--- config.mk ---
export PLATFORM = sky130hd
export DESIGN_NAME = issue_scoreboard
export DESIGN_NICKNAME = d
export VERILOG_FILES = /design/src/rtl/issue_scoreboard.sv
export SDC_FILE = /design/constraint.sdc
export NUM_CORES = 1
export LEC_CHECK = 0
export BUFFER_PORTS_ARGS = -buffer_cell sky130_fd_sc_hd__buf_2
export CAP_MARGIN = 25
export CORE_UTILIZATION = 58
export CTS_CLUSTER_DIAMETER = 60
export CTS_CLUSTER_SIZE = 12
export DETAILED_ROUTE_END_ITERATION = 8
export GPL_TIMING_DRIVEN = 0
export PLACE_DENSITY = 0.81
export SLEW_MARGIN = 25
export SYNTH_ARGS = -nofsm -noshare
export SYNTH_HDL_FRONTEND = slang
export SYNTH_SLANG_ARGS = --single-unit
--- constraint.sdc ---
create_clock -name clk -period 8.2 [get_ports clk]
set_clock_uncertainty 0.05 [all_clocks]
set_input_delay 0.82 -clock clk [delete_from_list [all_inputs] [get_ports clk]]
set_output_delay 0.82 -clock clk [all_outputs]
set_load 0.01 [all_outputs]
--- src/rtl/issue_scoreboard.sv ---
// Register-hazard scoreboard and issue controller between decode and execute.
// Tracks long-latency destinations, caps in-flight long ops and serialises CSR/fence-class instructions.
module issue_scoreboard #(
  parameter int NREG     = 32,
  parameter int MAX_LONG = 4,
  parameter int CNTW     = 3,
  localparam int RW      = $clog2(NREG)
) (
  input  logic            clk,
  input  logic            reset,
  input  logic            dec_valid,
  input  logic [RW-1:0]   dec_rs1,
  input  logic [RW-1:0]   dec_rs2,
  input  logic            dec_rs1_used,
  input  logic            dec_rs2_used,
  input  logic [RW-1:0]   dec_rd,
  input  logic            dec_rd_wr,
  input  logic            dec_long,
  input  logic            dec_serial,
  output logic            dec_retry,
  output logic            issue_valid,
  input  logic            exe_retry,
  input  logic            wb_valid,
  input  logic            wb_long,
  input  logic [RW-1:0]   wb_rd,
  output logic [NREG-1:0] busy_mask,
  output logic [CNTW-1:0] long_count,
  output logic            sb_error
);

  typedef enum logic [1:0] {RUN, DRAIN, SERIAL} state_t;

  state_t          state_q, state_d;
  logic [NREG-1:0] busy_q, busy_d;
  logic [CNTW-1:0] cnt_q, cnt_d;
  logic            err_q, err_d;

  logic haz_rs1, haz_rs2, haz_waw, haz_cap, hazard;
  logic cnt_zero, long_issue, long_wb;

  // Hazards look only at registered state; a writeback this cycle does not unblock decode.
  assign cnt_zero = (cnt_q == '0);
  assign haz_rs1  = dec_rs1_used && (dec_rs1 != '0) && busy_q[dec_rs1];
  assign haz_rs2  = dec_rs2_used && (dec_rs2 != '0) && busy_q[dec_rs2];
  assign haz_waw  = dec_rd_wr && (dec_rd != '0) && busy_q[dec_rd];
  assign haz_cap  = dec_long && (cnt_q == CNTW'(MAX_LONG));
  assign hazard   = haz_rs1 || haz_rs2 || haz_waw || haz_cap;

  assign long_issue = issue_valid && dec_long;
  assign long_wb    = wb_valid && wb_long;

  // NOTE: state registers use non-blocking assignments so every flop samples pre-edge values.
  always_ff @(posedge clk or negedge reset) begin
    if (!reset) begin
      state_q <= RUN;
      cnt_q   <= '0;
      err_q   <= 1'b0;
      // NOTE: busy_mask is a flop vector, not a RAM, so a full reset is cheap and required.
      busy_q  <= '0;
    end else begin
      state_q <= state_d;
      cnt_q   <= cnt_d;
      err_q   <= err_d;
      busy_q  <= busy_d;
    end
  end

  always_comb begin
    // NOTE: default first so no path through this block infers a latch.
    state_d = state_q;
    unique case (state_q)
      RUN: begin
        if (dec_valid && dec_serial && !cnt_zero) state_d = DRAIN;
        else if (issue_valid && dec_serial)       state_d = SERIAL;
      end
      DRAIN:   if (cnt_zero) state_d = RUN;
      SERIAL:  if (wb_valid && !wb_long) state_d = RUN;
      default: state_d = RUN;
    endcase
  end

  always_comb begin
    issue_valid = reset && dec_valid && !exe_retry && (state_q == RUN) && !hazard &&
                  (!dec_serial || cnt_zero);
    dec_retry   = dec_valid && !issue_valid;
  end

  // Count, mask and sticky error bookkeeping; an underflowing completion leaves the count at zero.
  always_comb begin
    cnt_d  = cnt_q;
    busy_d = busy_q;
    err_d  = err_q;
    unique case ({long_issue, long_wb && !cnt_zero})
      2'b10:   cnt_d = cnt_q + CNTW'(1);
      2'b01:   cnt_d = cnt_q - CNTW'(1);
      default: cnt_d = cnt_q;
    endcase
    if (long_issue && dec_rd_wr && (dec_rd != '0)) busy_d[dec_rd] = 1'b1;
    if (long_wb && (wb_rd != '0))                  busy_d[wb_rd]  = 1'b0;
    if (long_wb && (cnt_zero || ((wb_rd != '0) && !busy_q[wb_rd]))) err_d = 1'b1;
  end

  assign busy_mask  = busy_q;
  assign long_count = cnt_q;
  assign sb_error   = err_q;

endmodule

==> run metrics <==
CTS tree built; worst min-delay path class reg -> reg; pre-CTS setup slack 4.294 ns; DPL Wire Length 6688 um; total number of H-tree levels 2; largest cells by area after synthesis dfrtp_1 (30%), mux4_2 (12%), mux2i_1 (8.2%), o31ai_1 (5.9%), nor2_1 (4.6%); setup violators final 0; area grow syn2layout 15.06%; fin nets 410; worst slew pin tran 0.8644 ns; fmax 0.2626 GHz; diodes inserted 0; total power 0.4835 mW; asr flop ratio synth 1.000; fin cells 448; Final Slew Violations 0; pin count of the biggest net entering global routing 40; final worst setup slack 4.391 ns; kind of critical path in -> out; number of gates resized after cts 0; Synth Flop Type dfrtp_1; Syn Area/Cell 10.20 um^2; All-Layer GR Usage 0.3263; crit share post-route 0.4645; layout cell share with drive strength beyond 1 0.3069; Root Buffer clkbuf_8; drt pass-1 iters 5; CTS Buffer Depth 2; Fin. Hold Viols 0; Max Cap Viol 0; Site Rows 26; die area 5771 um^2; total congestion overflow 0; initial antenna violation count 0; final wirelength 9211 um; syn nets 344; setup repair bufs after CTS 0; Initial DRC Count 313; CP startpoint kind input pin; Fill cells 403; Avg Vias per Cell 6.864; Synth Warn # 0; WHS 0.4152 ns; die height 75.97 um; VDD IR max 127.5 uV; most common cell in the netlist nor2_1; DR WL/cell 20.56 um; via count 3075; Synth top area share 0.2997; Post-Place Cells 440; Pleak 1.570 nW; Skew-Pair Late Insertion Delay 0.29 ns; Ports 69; synthesized flop and latch total 38; post-route ant nets 0; Worst Path Max Fanout 8; fin crit period 3.809 ns; setup TNS 0 ns; Synth top cells by count nor2_1 (39), dfrtp_1 (38), o21ai_0 (29), mux2i_1 (26), o31ai_1 (25); Clock Pin Slew Worst Setup and Hold Paths 0.08 ns; Mapped Area 3173 um^2; routability cong. 0.9138; Initial Util 0.6134; unrepaired setup endpoints after global routing no; Port Buffers 59; critical path arrival 2.94 ns; core area 5172 um^2; vias in the first global route 2826; CP endpoint kind primary output; # hold bufs at CTS 0; power per cell area 132.4 nW/um^2; largest area contributor in the netlist dfrtp_1; Syn Inst Count 311; WP data required 7.33 ns; first-pass GRT wire length 14650 um; Clock Sinks 38; post-synthesis sequential area ratio 0.2997; Remaining DRCs 0; number of synthesized flops with an enable pin 0; Max-Slew Margin vs Limit 0.4237; status completed; Num CTS Buffers 5; library cells used by synthesis 52; DIE WIDTH 75.97 um
power breakdown:
part	internal [mW]	switching, mW
registers	0.203	0.0170
clock network	0.0677	0.0710
logic	0.0517	0.0734
metal layers:
metal | routed length (um) | part of all wire | track usage | vias up
li1 | - | - | - | 1347
met1 | 3592 | 0.39 | 0.4484 | 1459
met2 | 4279 | 0.46 | 0.5091 | 229
met3 | 1040 | 0.11 | 0.06145 | 40
met4 | 299 | 0.032 | 0.1385 | 0
met5 | 0 | 0 | 0 | -
registers in the layout, summed over array words and instances, names as in the netlist:
signal and cells:
busy_mask 32, long_count 3, state_q 2, sb_error 1
stage by stage:
stage / cell area [um^2] / utilization
after global routing: 3651 / 0.7059
after global placement: 3556 / 0.6875
after floorplan: 3173 / -
final: 3651 / 0.7059
after CTS: 3651 / 0.7059
after detailed placement: 3556 / 0.6875
cell usage in the layout (no fill, tap or decap), types with 5 or more instances in the layout:
cell type and instances:
mux4_1 5, nand2b_1 8, inv_1 5, clkbuf_1 15, mux2i_1 26, clkbuf_8 6
o31ai_1 25, nand3_1 7, o21ai_0 29, dfrtp_1 38, nand2_1 7, nor3_1 6
nor2b_1 7, o22ai_1 8, buf_2 64, o31ai_2 8, mux4_2 17, nor2_1 39
worst max-delay path, stage by stage:
cell,delay (ns)
buf_2,0.14
or3b_2,0.46
clkbuf_1,0.23
o22ai_1,0.27
nor4_1,0.11
mux2_2,0.38
o211a_1,0.30
nor2b_1,0.11
buf_2,0.13
layout make-up:
type | instances | area [um^2] | share of cell area
Multi-Input combinational cell | 244 | 2100 | 0.5751
Buffer | 23 | 100.1 | 0.02742
Timing Repair Buffer | 59 | 295.3 | 0.08088
Sequential cell | 38 | 950.9 | 0.2605
Inverter | 6 | 22.52 | 0.006169
Clock buffer | 6 | 82.58 | 0.02262
Tap cell | 70 | 87.58 | 0.02399
Clock inverter | 2 | 12.51 | 0.003427
final timing paths:
path	start	to	slack, ns	cells past startpoint
max	dec_rd[4]	dec_retry	4.39	9
min	state_q[1]	state_q[0]	0.42	1
max reg2reg	busy_mask[7]	long_count[2]	5.01	12
min reg2reg	state_q[1]	state_q[0]	0.42	1
max in group asynchronous	reset	busy_mask[7]	6.97	1
min in group asynchronous	reset	busy_mask[31]	0.58	1
kinds of logic (layout without fill, tap and decap cells):
| family | after synthesis | in the layout | share of synthesized area |
|---|---|---|---|
| AOI/OAI and AO/OA | 88 | 88 | 0.2054 |
| DFF | 38 | 38 | 0.2997 |
| xor gates and xnor gates | 3 | 3 | 0.008282 |
| and+or+nand+nor | 101 | 101 | 0.1865 |
| muxes | 50 | 50 | 0.2512 |
| adders and majority gates | 2 | 2 | 0.01025 |
| buffers and inverters | 29 | 96 | 0.03864 |
(Power assumes the default switching activity.)
